## src/rtl/aux_frame_buffer.sv

```systemverilog
// -----------------------------------------------------------------------------
// aux_frame_buffer
//   Double-buffered auxiliary register bank feeding the frame generator's aux
//   read port. The CPU writes the shadow bank and then requests a commit. The
//   banks swap on the next vertical-sync assertion, so every frame sees one
//   consistent aux data set. After a swap, the new active bank is copied word by
//   word into the new shadow bank. Partial CPU updates therefore accumulate
//   across frames.
//
//   Optional feature macro: AUX_FRAME_BUFFER_READBACK_EN
//     When it is defined, the block gains a registered shadow-bank readback
//     port (cpu_raddress_in / cpu_rdata_out).
//
// Ports
//   clock_in           in   pixel clock
//   reset_in           in   synchronous, active-high reset
//   v_sync_in          in   vertical sync (polarity set by VSYNC_ACTIVE_LOW)
//   cpu_write_in       in   write request to the shadow bank
//   cpu_address_in     in   write address
//   cpu_data_in        in   write data
//   cpu_ready_out      out  1 while writes/commits are accepted (IDLE)
//   commit_in          in   request a swap at the next v_sync assertion
//   commit_pending_out out  1 while waiting for v_sync
//   frame_swap_out     out  one-cycle pulse after the edge on which the banks swap
//   aux_raddress_in    in   read address from the frame generator
//   aux_data_out       out  active[aux_raddress_in], combinational
//   cpu_raddress_in    in   (readback only) shadow read address
//   cpu_rdata_out      out  (readback only) registered shadow read data
// -----------------------------------------------------------------------------
module aux_frame_buffer #(
    parameter int DATA_WIDTH        = 16,
    parameter int AUX_ADDRESS_WIDTH = 5,
    parameter int VSYNC_ACTIVE_LOW  = 1
) (
    input  logic                         clock_in,
    input  logic                         reset_in,
    input  logic                         v_sync_in,
    input  logic                         cpu_write_in,
    input  logic [AUX_ADDRESS_WIDTH-1:0] cpu_address_in,
    input  logic [DATA_WIDTH-1:0]        cpu_data_in,
    output logic                         cpu_ready_out,
    input  logic                         commit_in,
    output logic                         commit_pending_out,
    output logic                         frame_swap_out,
`ifdef AUX_FRAME_BUFFER_READBACK_EN
    input  logic [AUX_ADDRESS_WIDTH-1:0] cpu_raddress_in,
    output logic [DATA_WIDTH-1:0]        cpu_rdata_out,
`endif
    input  logic [AUX_ADDRESS_WIDTH-1:0] aux_raddress_in,
    output logic [DATA_WIDTH-1:0]        aux_data_out
);

    localparam int DEPTH = 1 << AUX_ADDRESS_WIDTH;
    localparam logic [AUX_ADDRESS_WIDTH-1:0] LAST_IDX = AUX_ADDRESS_WIDTH'(DEPTH - 1);
    localparam logic [AUX_ADDRESS_WIDTH-1:0] ONE_IDX  = AUX_ADDRESS_WIDTH'(1);

    typedef enum logic [1:0] {
        ST_IDLE    = 2'd0,
        ST_PENDING = 2'd1,
        ST_COPY    = 2'd2
    } state_t;

    // Two physical banks. r_bank_sel names the active bank; the other bank is the shadow.
    logic [DATA_WIDTH-1:0]        r_bank [0:1][0:DEPTH-1];
    logic                         r_bank_sel;
    state_t                       r_state;
    logic [AUX_ADDRESS_WIDTH-1:0] r_copy_idx;
    logic                         r_vs_prev;      // previous v_sync, stored as "asserted"
    logic                         r_cpu_ready;
    logic                         r_commit_pending;
    logic                         r_frame_swap;

    logic                         w_vs_asserted;
    logic                         w_vs_edge;
    logic                         w_shadow_sel;

    // Normalise v_sync polarity and detect its assertion edge.
    always_comb begin
        w_vs_asserted = 1'b0;
        if (VSYNC_ACTIVE_LOW != 0) begin
            w_vs_asserted = ~v_sync_in;
        end else begin
            w_vs_asserted = v_sync_in;
        end
        w_vs_edge    = w_vs_asserted & ~r_vs_prev;
        w_shadow_sel = ~r_bank_sel;
    end

    // Drive the outputs. The status flags come from registers; the aux read is combinational.
    assign aux_data_out       = r_bank[r_bank_sel][aux_raddress_in];
    assign cpu_ready_out      = r_cpu_ready;
    assign commit_pending_out = r_commit_pending;
    assign frame_swap_out     = r_frame_swap;

    // Commit FSM, bank storage, copy-back sequencing and registered status flags.
    always_ff @(posedge clock_in) begin
        if (reset_in) begin
            for (int b = 0; b < 2; b++) begin
                for (int i = 0; i < DEPTH; i++) begin
                    r_bank[b][i] <= '0;
                end
            end
            r_bank_sel       <= 1'b0;
            r_state          <= ST_IDLE;
            r_copy_idx       <= '0;
            r_vs_prev        <= 1'b0;
            r_cpu_ready      <= 1'b1;
            r_commit_pending <= 1'b0;
            r_frame_swap     <= 1'b0;
        end else begin
            r_vs_prev    <= w_vs_asserted;
            r_frame_swap <= 1'b0;
            case (r_state)
                ST_IDLE: begin
                    // The write and the commit use separate storage, so a write and a
                    // commit on the same edge both take effect, and the word is included.
                    if (cpu_write_in && r_cpu_ready) begin
                        r_bank[w_shadow_sel][cpu_address_in] <= cpu_data_in;
                    end
                    if (commit_in) begin
                        r_state          <= ST_PENDING;
                        r_cpu_ready      <= 1'b0;
                        r_commit_pending <= 1'b1;
                    end
                end
                ST_PENDING: begin
                    if (w_vs_edge) begin
                        r_bank_sel       <= ~r_bank_sel;
                        r_frame_swap     <= 1'b1;
                        r_copy_idx       <= '0;
                        r_state          <= ST_COPY;
                        r_commit_pending <= 1'b0;
                    end
                end
                ST_COPY: begin
                    // The bank select has already toggled, so this copies the new active
                    // bank into the new shadow bank.
                    r_bank[w_shadow_sel][r_copy_idx] <= r_bank[r_bank_sel][r_copy_idx];
                    if (r_copy_idx == LAST_IDX) begin
                        r_state     <= ST_IDLE;
                        r_cpu_ready <= 1'b1;
                    end else begin
                        r_copy_idx <= r_copy_idx + ONE_IDX;
                    end
                end
                default: begin
                    r_state          <= ST_IDLE;
                    r_cpu_ready      <= 1'b1;
                    r_commit_pending <= 1'b0;
                end
            endcase
        end
    end

`ifdef AUX_FRAME_BUFFER_READBACK_EN
    logic [DATA_WIDTH-1:0] r_cpu_rdata;

    // Registered shadow readback. During COPY it may show the old or the new word.
    always_ff @(posedge clock_in) begin
        if (reset_in) begin
            r_cpu_rdata <= '0;
        end else begin
            r_cpu_rdata <= r_bank[w_shadow_sel][cpu_raddress_in];
        end
    end

    assign cpu_rdata_out = r_cpu_rdata;
`endif

endmodule

```

## config.mk

```make
export PLATFORM = sky130hd
export DESIGN_NAME = aux_frame_buffer
export DESIGN_NICKNAME = d
export VERILOG_FILES = /design/src/rtl/aux_frame_buffer.sv
export SDC_FILE = /design/constraint.sdc
export NUM_CORES = 2
export LEC_CHECK = 0
export CELL_PAD_IN_SITES_DETAIL_PLACEMENT = 1
export CELL_PAD_IN_SITES_GLOBAL_PLACEMENT = 1
export CORE_ASPECT_RATIO = 0.9
export CORE_MARGIN = 1
export CORE_UTILIZATION = 50
export DETAILED_ROUTE_END_ITERATION = 16
export GPL_ROUTABILITY_DRIVEN = 0
export HOLD_SLACK_MARGIN = 0.03
export PLACE_DENSITY_LB_ADDON = 0.3
export SYNTH_ARGS = -nofsm -noshare
export SYNTH_HDL_FRONTEND = slang
export SYNTH_SLANG_ARGS = --single-unit
export TNS_END_PERCENT = 30
```

## constraint.sdc

```tcl
create_clock -name clock_in -period 6.4 [get_ports clock_in]
set_input_delay 1.28 -clock clock_in [delete_from_list [all_inputs] [get_ports clock_in]]
set_output_delay 1.28 -clock clock_in [all_outputs]
set_load 0.005 [all_outputs]
```

### Yosys cells after proc, flatten, opt, wreduce, memory -nomap -nowiden

Memories as Yosys holds them, arrays and structs flattened. A register that Yosys moved wholly into a read port is not among the register bits.
Cells that the tools add are included.

| storage, ports and cells | value |
|---|---|
| register bits after elaboration | 12 |
| memory bits (writable) | 1024 |
| bits of input ports | 31 |
| output and inout bits | 19 |
| word-level logic and storage cells | 1104 |
| memories kept | 1 |

Memory list:

| memory | depth | bits a word | read ports | clocked after Yosys merged registers in | write ports | RTL line | text |
|---|---|---|---|---|---|---|---|
| r_bank | 2 | 512 | 1 | 1 | 2 | 64 | `logic [DATA_WIDTH-1:0] r_bank [0:1][0:DEPTH-1];` |

| operators by class | value |
|---|---|
| add/subtract/negate cells | 1 |
| order comparisons | 5 |
| equal/unequal tests | 7 |
| mux-type cells | 550 |
| bitwise operators | 521 |
| reduce and logical (&&, ||, !) cells | 12 |

Operators by type and width:

| cell | count |
|---|---|
| $mux W512 | 4 |
| $mux W1 | 527 |
| $or A1 B1 Y1 | 512 |
| $reduce_or A512 Y1 | 1 |
| $bmux W16 S5 | 2 |
| $demux W16 S5 | 2 |
| $mux W16 | 6 |
| $ge A6 B6 Y1 const B | 3 |
| $not A5 Y6 | 3 |
| $lt A6 B1 Y1 const B | 2 |
| $reduce_and A3 Y1 | 4 |
| $mux W5 | 2 |
| $pmux W5 S2 | 1 |
| $ne A2 B2 Y1 const B | 4 |
| $mux W2 | 3 |
| $pmux W1 S3 | 2 |
| $pmux W2 S3 | 1 |
| $add A5 B1 Y5 const B | 1 |
| $eq A5 B5 Y1 const B | 1 |
| $not A1 Y1 | 5 |
| $logic_and A1 B1 Y1 | 3 |
| $eq A2 B1 Y1 const B | 1 |
| $eq A2 B2 Y1 const B | 1 |
| $logic_not A2 Y1 | 1 |
| other kinds (4) | 4 |

### Logic depth before layout (Yosys ltp)

| logic depth | value |
|---|---|
| depth after elaboration | 9 |
| gate-level depth with buffers | 17 |
| gate-level depth less buffers | 9 |

### Worst setup path before layout

Ideal clock, no wire load.

| timing path | value |
|---|---|
| path kind | input to output |
| start point | input aux_raddress_in[0] |
| end point | output aux_data_out[10] |
| arrival | 3.016 ns |
| data required time | 5.120 ns |
| path slack | 2.104 ns |
| stages on the path | 5 |
| path buffers | 2 |
| path through | buf_1 clkbuf_1 mux4_2 a22oi_1 nand2_1 |

| on the way | value |
|---|---|
| cells in the longest elaborated chain, start to end | 4 |

Ends and longest elaborated chain:

| what | RTL line | text |
|---|---|---|
| start: declaration | 49 | `input logic [AUX_ADDRESS_WIDTH-1:0] aux_raddress_in,` |
| $not A5 Y6 (implied by the code) | 90 | `assign aux_data_out = r_bank[r_bank_sel][aux_raddress_in];` |
| $bmux W16 S5 | 90 |  |
| $mux W16 (implied by the code) (2 in a row) | 90 |  |
| end: declaration | 50 | `output logic [DATA_WIDTH-1:0] aux_data_out` |

No other way between the ends. The select of a mux whose other input is x is not followed.

==> impl_metrics.toml <==
[place]
hpwlAfterDp_um = 158000
portBuffers = 49
placed_cell_area_um2 = 62100

[floorplan]
num_io_pins = 50
fp.dieW_um = 366
die_area_um2 = 121000
initial_core_util = 0.507
core_region_area_um2 = 118000
rows = 119
die_h_um = 330

[layout]
drive_gt1_frac = 0.244
final_nets = 4357
finalInstanceArea_um2 = 65800
syn_to_final_growth_pct = 10.2

[clock_network]
hold_buffers = 0
cts_max_level = 3
clk_latency_ns = 0.76
clk_pin_slew_ns = 0.06
clk_path_buf_depth = 3
cts_resized = 0
root_buffer = "clkbuf_16"
cts.sinks = 1037
numCtsBuffers = 111
post-cts-setup-buffers = 0
cts_tree = "built"

[worst_setup_path]
worstReg2RegStart = "r_copy_idx[0]$_SDFFE_PP0P_"
cp_data_arrival_time_ns = 4.54
r2r-end = "r_bank[0][134]$_SDFFCE_PN0P_"
path_cells = "buf_12 -> buf_4 -> mux4_2 -> mux4_2 -> a22oi_1 -> nand2_1 -> clkdlybuf4s50_1"
endpoint = "aux_data_out[8]"
required_ns = 5.12
critPathLaunchType = "register"
crit_top_cell = "mux4_2"
critical_path.top_delay_family = "multiplexers"
crit_slowest_cell = "dfxtp_4"
path_buf_inv = 3
worstPathMaxFanout = 23
slowest_delay_ns = 0.70
regToRegSetupSlack_ns = 1.52
cp.depth = 7
endpoint_kind = "output port"
critPathKind = "reg2out"
reg2regPathDepth = 9

[timing]
rsz0062_at_grt = "no"
fmax_ghz = 0.172
hold_slack_ns = 0.506
setup_viol = 0
worst_clock_skew_ns = 0.0311
period_share = 0.909
final-hold-violation-count = 0
maxSlewHeadroom = -0.000647
min_period_ns = 5.82
worst_slew_pin_slew_ns = 1.50
setup-tns-final_ns = 0
drv_slew = 8

[synthesis]
synth.area.top_cells = "edfxtp_1 (52%), mux4_2 (21%), mux2i_1 (6.9%)"
yosys.cell_types.count = 84
yosysMostFrequentCell = "nor2_1"
synth_cells = 4380
synth_area_um2 = 59700
syn_avg_cell_area_um2 = 13.6
synth_top_area_share = 0.515
yosysWarnings = 0
synth_edf_count = 1024
async_flop_share = 0
netlist_top_cells_count = "nor2_1 (1044), edfxtp_1 (1024), mux4_2 (549)"
synth_nets = 4416
synth_top_area_cell = "edfxtp_1"
synth_top_flop_cell = "edfxtp_1"
ys_ff_latch = 1037
seq_area_frac_synth = 0.520

[routing]
first_pass_iters = 6
totalWireLength_um = 247000
routed_via_density = 7.52
ant_nets = 0
wl_per_cell_um = 41.2
via_count = 45100
first_iter_violations = 7701
drcViolationCount = 0

[power]
peakVddDrop_mv = 0.208
finalPower_mw = 17.5
power_density_nw_per_um2 = 265
leakagePower_nw = 22.2

[global_route]
antenna_found_initial = 13
grt_pass1_wl_um = 344000
grt.total_usage = 0.407
gr-total-overflow = 0
grt_pass1_vias = 45800
grt_max_degree = 123

[flow_run]
maxCapViolCount = 1

[run_status]
violations = "capacitance limit, slew limit"
outcome = "complete, but fails checks"

[min_path]
hold_class = "reg2reg"
[metrics by stage]
step / instances / utilization / setup WS (ns)
2_1_floorplan: 4380 / - / 2.10
3_3_place_gp: 5781 / 0.528 / 0.935
3_5_place_dp: 5781 / 0.528 / 0.878
4_1_cts: 5990 / 0.559 / 0.593
5_1_grt: 5990 / 0.559 / 0.497
6_report: 5996 / 0.559 / 0.583
[final cells by class]
class / instances / area, um^2
fill: 11200 / 51800
sequential: 1037 / 31000
multi-input combinational: 2909 / 26800
clock buffer: 128 / 2930
timing repair buffer: 257 / 2270
tap: 1573 / 1970
clock inverter: 81 / 802
inverter: 5 / 18.8
antenna: 6 / 15.0
[worst min-delay path by stage]
stage	startpoint	slack, ns	cells after the start	endpoint
global placement	commit_pending_out$_SDFFE_PP0P_	0.50	2	commit_pending_out$_SDFFE_PP0P_
floorplan	commit_pending_out$_SDFFE_PP0P_	0.49	2	commit_pending_out$_SDFFE_PP0P_
global route	commit_pending_out$_SDFFE_PP0P_	0.56	2	commit_pending_out$_SDFFE_PP0P_
CTS	commit_pending_out$_SDFFE_PP0P_	0.51	2	commit_pending_out$_SDFFE_PP0P_
detailed placement	commit_pending_out$_SDFFE_PP0P_	0.50	2	commit_pending_out$_SDFFE_PP0P_
finish	commit_pending_out$_SDFFE_PP0P_	0.51	2	commit_pending_out$_SDFFE_PP0P_
[per-layer routing]
metal	track usage	routed length, um	up-vias
li1	-	-	16900
met1	0.507	83600	23200
met2	0.600	108000	4042
met3	0.159	37300	996
met4	0.254	18100	14
met5	0	90	-
[worst min-delay path: stages (launching register included)]
cell and delay [ns]:
dfxtp_1 0.33, a22oi_1 0.07, nor2_1 0.08
[state kept, by name (all words and copies together), names as in the netlist, named ones only]
name                count
r_vs_prev               1
r_bank_sel              1
cpu_ready_out           1
r_state                 2
frame_swap_out          1
commit_pending_out      1
r_bank               1024
r_copy_idx              5
[power breakdown]
group | switching [mW] | leakage (nW) | internal, mW
clock network | 2.92 | 1.82 | 3.90
registers | 0.274 | 10.6 | 7.97
logic | 1.51 | 9.75 | 0.894
[cell families (layout without fill, tap and decap cells)]
| kind of cell | Yosys count | after routing | share of synthesized area |
|---|---|---|---|
| other | 0 | 6 | 0 |
| muxes | 990 | 990 | 0.284 |
| and+or+nand+nor | 1504 | 1504 | 0.109 |
| xor gates and xnor gates | 3 | 3 | 0.000440 |
| buffers and inverters | 434 | 471 | 0.0378 |
| AOI/OAI and AO/OA | 407 | 407 | 0.0487 |
| adders and majority gates | 5 | 5 | 0.00105 |
| DFF | 1037 | 1037 | 0.520 |
[cell usage in the layout, fill, tap and decap left out, types with 60 or more instances in the layout]
master        n
a22oi_1      60
edfxtp_1   1024
buf_4       187
nand2b_1     63
nor2b_1      62
nand2_1     186
a211oi_1     61
mux4_2      549
nor2_1     1015
clkbuf_16   115
mux2i_1     413
No activity file was read; power rests on OpenSTA's default activity.
